`config.mk`:
```
export PLATFORM = sky130hd
export DESIGN_NAME = control_unit_pipe
export DESIGN_NICKNAME = d
export VERILOG_FILES = /design/src/rtl/control_unit_pipe.sv
export SDC_FILE = /design/constraint.sdc
export NUM_CORES = 1
export LEC_CHECK = 0
export ABC_AREA = 1
export BUFFER_PORTS_ARGS = -buffer_cell sky130_fd_sc_hd__clkbuf_2
export CORE_UTILIZATION = 48
export CTS_BUF_LIST = sky130_fd_sc_hd__clkbuf_4
export CTS_CLUSTER_SIZE = 10
export DETAILED_ROUTE_END_ITERATION = 12
export GPL_ROUTABILITY_DRIVEN = 0
export GPL_TIMING_DRIVEN = 1
export PLACE_DENSITY = 0.82
export SYNTH_ARGS = -nofsm -noshare
export SYNTH_HDL_FRONTEND = slang
export SYNTH_SLANG_ARGS = --single-unit
```
`constraint.sdc`:
```
create_clock -name clk -period 1.2 [get_ports clk]
set_input_delay 0.12 -clock clk [delete_from_list [all_inputs] [get_ports clk]]
set_output_delay 0.12 -clock clk [all_outputs]
set_load 0.02 [all_outputs]
```
`src/rtl/control_unit_pipe.sv`:
```
// Registered opcode decoder between fetch and execute: one-entry output register,
// multi-cycle divide stall, branch-shadow squashing, external flush and illegal-opcode flag.
module control_unit_pipe #(
    parameter int OPCODE_W      = 4,
    parameter int DIV_LATENCY   = 8,
    parameter int BRANCH_SHADOW = 2
) (
    input  logic                clk,
    input  logic                rst,
    input  logic                in_valid,
    input  logic [OPCODE_W-1:0] opcode,
    output logic                in_ready,
    input  logic                flush,
    output logic                out_valid,
    input  logic                out_ready,
    output logic                branch_select,
    output logic                regfile_we,
    output logic                alu_op_b_select,
    output logic                set_flags,
    output logic                mem_we,
    output logic                wb_select,
    output logic [1:0]          extend_select,
    output logic [1:0]          alu_control,
    output logic                illegal_op,
    output logic                div_busy
);

    localparam logic [1:0] S_EMPTY    = 2'd0;
    localparam logic [1:0] S_FULL     = 2'd1;
    localparam logic [1:0] S_DIV_WAIT = 2'd2;

    localparam int DIV_W = (DIV_LATENCY > 2) ? $clog2(DIV_LATENCY) : 1;
    localparam int SH_W  = (BRANCH_SHADOW > 0) ? $clog2(BRANCH_SHADOW + 1) : 1;

    typedef struct packed {
        logic       branch;
        logic       regwe;
        logic [1:0] ext;
        logic       opb;
        logic [1:0] alu;
        logic       flags;
        logic       memwe;
        logic       wb;
        logic       illegal;
    } ctrl_t;

    logic [1:0]       state;
    ctrl_t            word;
    logic [DIV_W-1:0] div_cnt;
    logic [SH_W-1:0]  shadow_cnt;

    ctrl_t dec;
    logic  dec_branch;
    logic  dec_div;

    // NOTE: every always_comb output gets a default first, so no path can infer a latch.
    always_comb begin
        dec        = '0;
        dec_branch = 1'b0;
        dec_div    = 1'b0;
        if (opcode > OPCODE_W'(12)) begin
            dec.illegal = 1'b1;
        end else begin
            case (opcode[3:0])
                4'd1, 4'd2, 4'd3: begin
                    dec.branch = 1'b1;
                    dec.ext    = 2'b10;
                    dec.alu    = 2'b01;
                    dec.flags  = 1'b1;
                    dec_branch = 1'b1;
                end
                4'd4, 4'd5: begin
                    dec.regwe = 1'b1;
                    dec.wb    = 1'b1;
                end
                4'd6, 4'd7: dec.memwe = 1'b1;
                4'd8:       dec.regwe = 1'b1;
                4'd9: begin
                    dec.regwe = 1'b1;
                    dec.ext   = 2'b01;
                    dec.opb   = 1'b1;
                end
                4'd10: begin
                    dec.regwe = 1'b1;
                    dec.alu   = 2'b01;
                end
                4'd11: begin
                    dec.regwe = 1'b1;
                    dec.alu   = 2'b10;
                    dec_div   = 1'b1;
                end
                4'd12: begin
                    dec.regwe = 1'b1;
                    dec.alu   = 2'b11;
                end
                default: dec = '0;
            endcase
        end
    end

    logic accept;
    logic consume;
    logic squash;

    assign in_ready = !rst && !flush && ((state == S_EMPTY) || ((state == S_FULL) && out_ready));
    assign accept   = in_valid && in_ready;
    assign consume  = (state == S_FULL) && out_ready;
    assign squash   = accept && (shadow_cnt != '0);

    // NOTE: state registers use non-blocking assignments so every flop samples pre-edge values.
    always_ff @(posedge clk) begin
        if (rst) begin
            state      <= S_EMPTY;
            word       <= '0;
            div_cnt    <= '0;
            shadow_cnt <= '0;
        end else if (flush) begin
            state      <= S_EMPTY;
            div_cnt    <= '0;
            shadow_cnt <= '0;
        end else if (state == S_DIV_WAIT) begin
            if (div_cnt == '0) state <= S_FULL;
            else               div_cnt <= div_cnt - DIV_W'(1);
        end else if (squash) begin
            shadow_cnt <= shadow_cnt - SH_W'(1);
            if (consume) state <= S_EMPTY;
        end else if (accept) begin
            word <= dec;
            if (dec_branch) shadow_cnt <= SH_W'(BRANCH_SHADOW);
            if (dec_div && DIV_LATENCY > 1) begin
                state   <= S_DIV_WAIT;
                div_cnt <= DIV_W'(DIV_LATENCY - 2);
            end else begin
                state <= S_FULL;
            end
        end else if (consume) begin
            state <= S_EMPTY;
        end
    end

    // A divide word waits in the same register, so every field is gated by out_valid.
    assign out_valid       = (state == S_FULL);
    assign div_busy        = (state == S_DIV_WAIT);
    assign branch_select   = out_valid & word.branch;
    assign regfile_we      = out_valid & word.regwe;
    assign extend_select   = out_valid ? word.ext : 2'b00;
    assign alu_op_b_select = out_valid & word.opb;
    assign alu_control     = out_valid ? word.alu : 2'b00;
    assign set_flags       = out_valid & word.flags;
    assign mem_we          = out_valid & word.memwe;
    assign wb_select       = out_valid & word.wb;
    assign illegal_op      = out_valid & word.illegal;

endmodule

```
==> qor.txt <==
CP Launch Type: flop
DR pass1 iterations: 4
CP endpoint kind: primary output
syn nets: 148
synthesized area: 914.6 µm²
Place WS: -43.91 ps
Syn. warnings: 0
DIE HEIGHT: 45.65 µm
Crit path max-delay family: flip-flops
die area: 2084 µm²
area share of fa/ha/maj cells after synthesis: 4.104%
Synth cell types: 20
H-tree levels: 1
Starting DRT DRC Count: 19
Congestion Overflow GR: 0
Max-Cap Viols: 0
total chip power: 0.001081 W
Max VDD drop: 0.6210 mV
Worst-path clk slew: 100 ps
largest net degree at the start of global routing: 13
NetSw: 0.0002834 W
core area: 1764 µm²
final wirelength: 2.487 mm
final setup margin: -84.11 ps
sw frac: 26.23%
layout cell share with drive strength beyond 1: 45.14%
sequential share of power: 53.8%
RSZ-0062 raised after global routing: yes
leakage power: 0.6229 nW
crit path cell chain: inv_4 > buf_12 > nor2_4 > clkbuf_8
Crit-path slowest cell: dfxtp_2
sequential fraction of the synthesis area: 37.21%
min Tclk post-route: 1284 ps
Synth Instances: 136
# setup viols final: 25
clock share of power: 30.7%
crit-path max cell delay: 370 ps
final period utilization: 107.0%
global-route usage over all layers: 23.15%
#FFs+latches synth: 17
port bufs: 22
first-pass GRT wire length: 3.463 mm
Die X-Extent: 45.65 µm
critical path peak fanout: 4
IO Pins: 23
# hold bufs at CTS: 0
Post-DRT Antenna Nets: 0
Logic pwr share: 15.5%
CTS tree: done
drc violations: 0
Slew Limit Fails: 0
Worst-Margin Slew: 262.5 ps
Clock Skew: 1.688 ps
Rows: 15
post-synthesis mux area share: 0%
run status: finished, violations left
main combinational cell family by area after synthesis: simple AND/OR/NAND/NOR gates
Pwr Density: 776.6 nW/µm²
CP Data Arrival Time: 1160 ps
Post-Layout Cell Count: 200
Avg Cell Area, Syn: 6.725 µm²
CTS sink cnt: 17
Hold WS: 46.76 ps
P&R area growth vs syn: 52.12%
Final Hold Viols: 0
wire per inst: 12.44 µm
Post-Synth XOR/XNOR Area: 0%
via count: 1022
CTS root buf: clkbuf_4
worst relative slew slack: 82.37%
Initial Util: 51.84%
placed insts: 189
HPWL after DPL: 1.550 mm
antenna violations before repair: 0
DR vias/cell: 5.110
CP required: 1080 ps
Max Root-Sink Buffers: 2
Inserted Clock Buffers: 3
vias in the first global route: 863
internal power: 0.0007971 W
Final nets: 188
simple-gate share of the synthesized area: 29.27%
Peak Freq: 0.7788 GHz
failing checks: negative setup slack
Clock Latency Late Sink: 280 ps
type of the worst setup path: flop to primary output
Antenna Cells: 0
worst hold path type: input port to flop
complex-gate fraction of the synthesized area: 15.32%
Buffers & Inverters on Critical Path: 3
## final timing paths
check                           cells after the start     startpoint             to  slack [ps]
worst min-delay path                                2            rst       word[10]          50
worst min register to register                      1  shadow_cnt[0]  shadow_cnt[0]         450
worst max-delay path                                4       state[1]       div_busy         -80
worst max register to register                      7       state[1]        word[9]         -80
## layer usage
layer	vias to the layer above	global-route usage, %	part of all wire, %
met2	34	42.00	53
met4	0	11.52	3.1
li1	508	-	-
met5	-	0	0
met3	8	3.175	4.2
met1	472	25.97	40
## worst register-to-register path, cell delays in order (launching register included)
cell     delay, ps
dfxtp_2        350
inv_4          120
nand3_4        100
nor2_4         150
nand2_4        110
buf_4          160
o21ai_1        130
a21oi_1         70
## registers in the layout (all words and copies together) (netlist names)
signal / flops
word: 10
div_cnt: 3
state: 2
shadow_cnt: 2
## layout by cell type (no fill, tap or decap), types with 3 or more instances in the layout
master    count
inv_1        23
a21oi_1      14
buf_4        14
clkbuf_4     13
dfxtp_1      13
nor2_1       12
nand2_1      12
nand3_1      10
clkbuf_2      8
nand2_2       6
o21ai_2       6
inv_2         5
nor2_4        4
o21ai_1       3
a21oi_2       3
dfxtp_2       3
## metrics by stage
stage	setup TNS [ps]	util, %	area [µm²]
after global placement	-15.34	63.19	1115
after global routing	-2599	78.87	1391
after floorplan	0	-	922.1
final	-928.4	78.87	1391
after CTS	-398.7	71.99	1270
after detailed placement	-101.7	63.19	1115
## logic make-up (layout without fill, tap and decap cells)
family,Yosys count,count (layout)
adder cells (fa/ha/maj),3,3
flip-flops,17,17
AO/OA/AOI/OAI,28,28
AND/OR/NAND/NOR,55,55
buffers and inverters,33,72
## timing repair
action / 4_1_cts / 5_1_grt
setup buffers: 2 / 5
gates resized for setup: 30 / 25
hold endpoints to repair: 0 / 0
gates cloned: 0 / 0
setup endpoints to repair: 20 / 30
pin swaps: 5 / 6
## cell usage after synthesis
cell | n | area share (%)
a21oi_1 | 17 | 9.3
nor3_1 | 2 | 1.1
o21ai_0 | 2 | 1.1
or2_1 | 1 | 0.68
nand4_1 | 1 | 0.68
nand2_4 | 1 | 1.2
ha_1 | 3 | 4.1
clkbuf_1 | 1 | 0.41
nand3_4 | 1 | 1.9
nand2_1 | 20 | 8.2
o21ai_1 | 9 | 4.9
buf_2 | 1 | 0.55
and3_1 | 2 | 1.4
dfxtp_1 | 17 | 37
inv_1 | 27 | 11
nor2_4 | 2 | 2.5
nor2_1 | 15 | 6.2
inv_2 | 3 | 1.2
nand3_1 | 10 | 5.5
buf_4 | 1 | 0.82
## power groups by stage
stage               combinational (W)  sequential, W  clock, W
floorplan                   0.0000750       0.000594         0
global placement             0.000127       0.000594         0
detailed placement           0.000133       0.000595         0
CTS                          0.000142       0.000581  0.000333
global route                 0.000183       0.000583  0.000361
finish                       0.000167       0.000581  0.000332
## area by class of cell
type / count / area [µm²]
Timing Repair Buffer: 38 / 311.5
Clock buffer: 4 / 30.03
Sequential cell: 17 / 347.8
Inverter: 30 / 117.6
Fill cell: 134 / 372.9
Tap cell: 25 / 31.28
Multi-Input combinational cell: 86 / 553.0
Power figures use the tool's default switching activity.
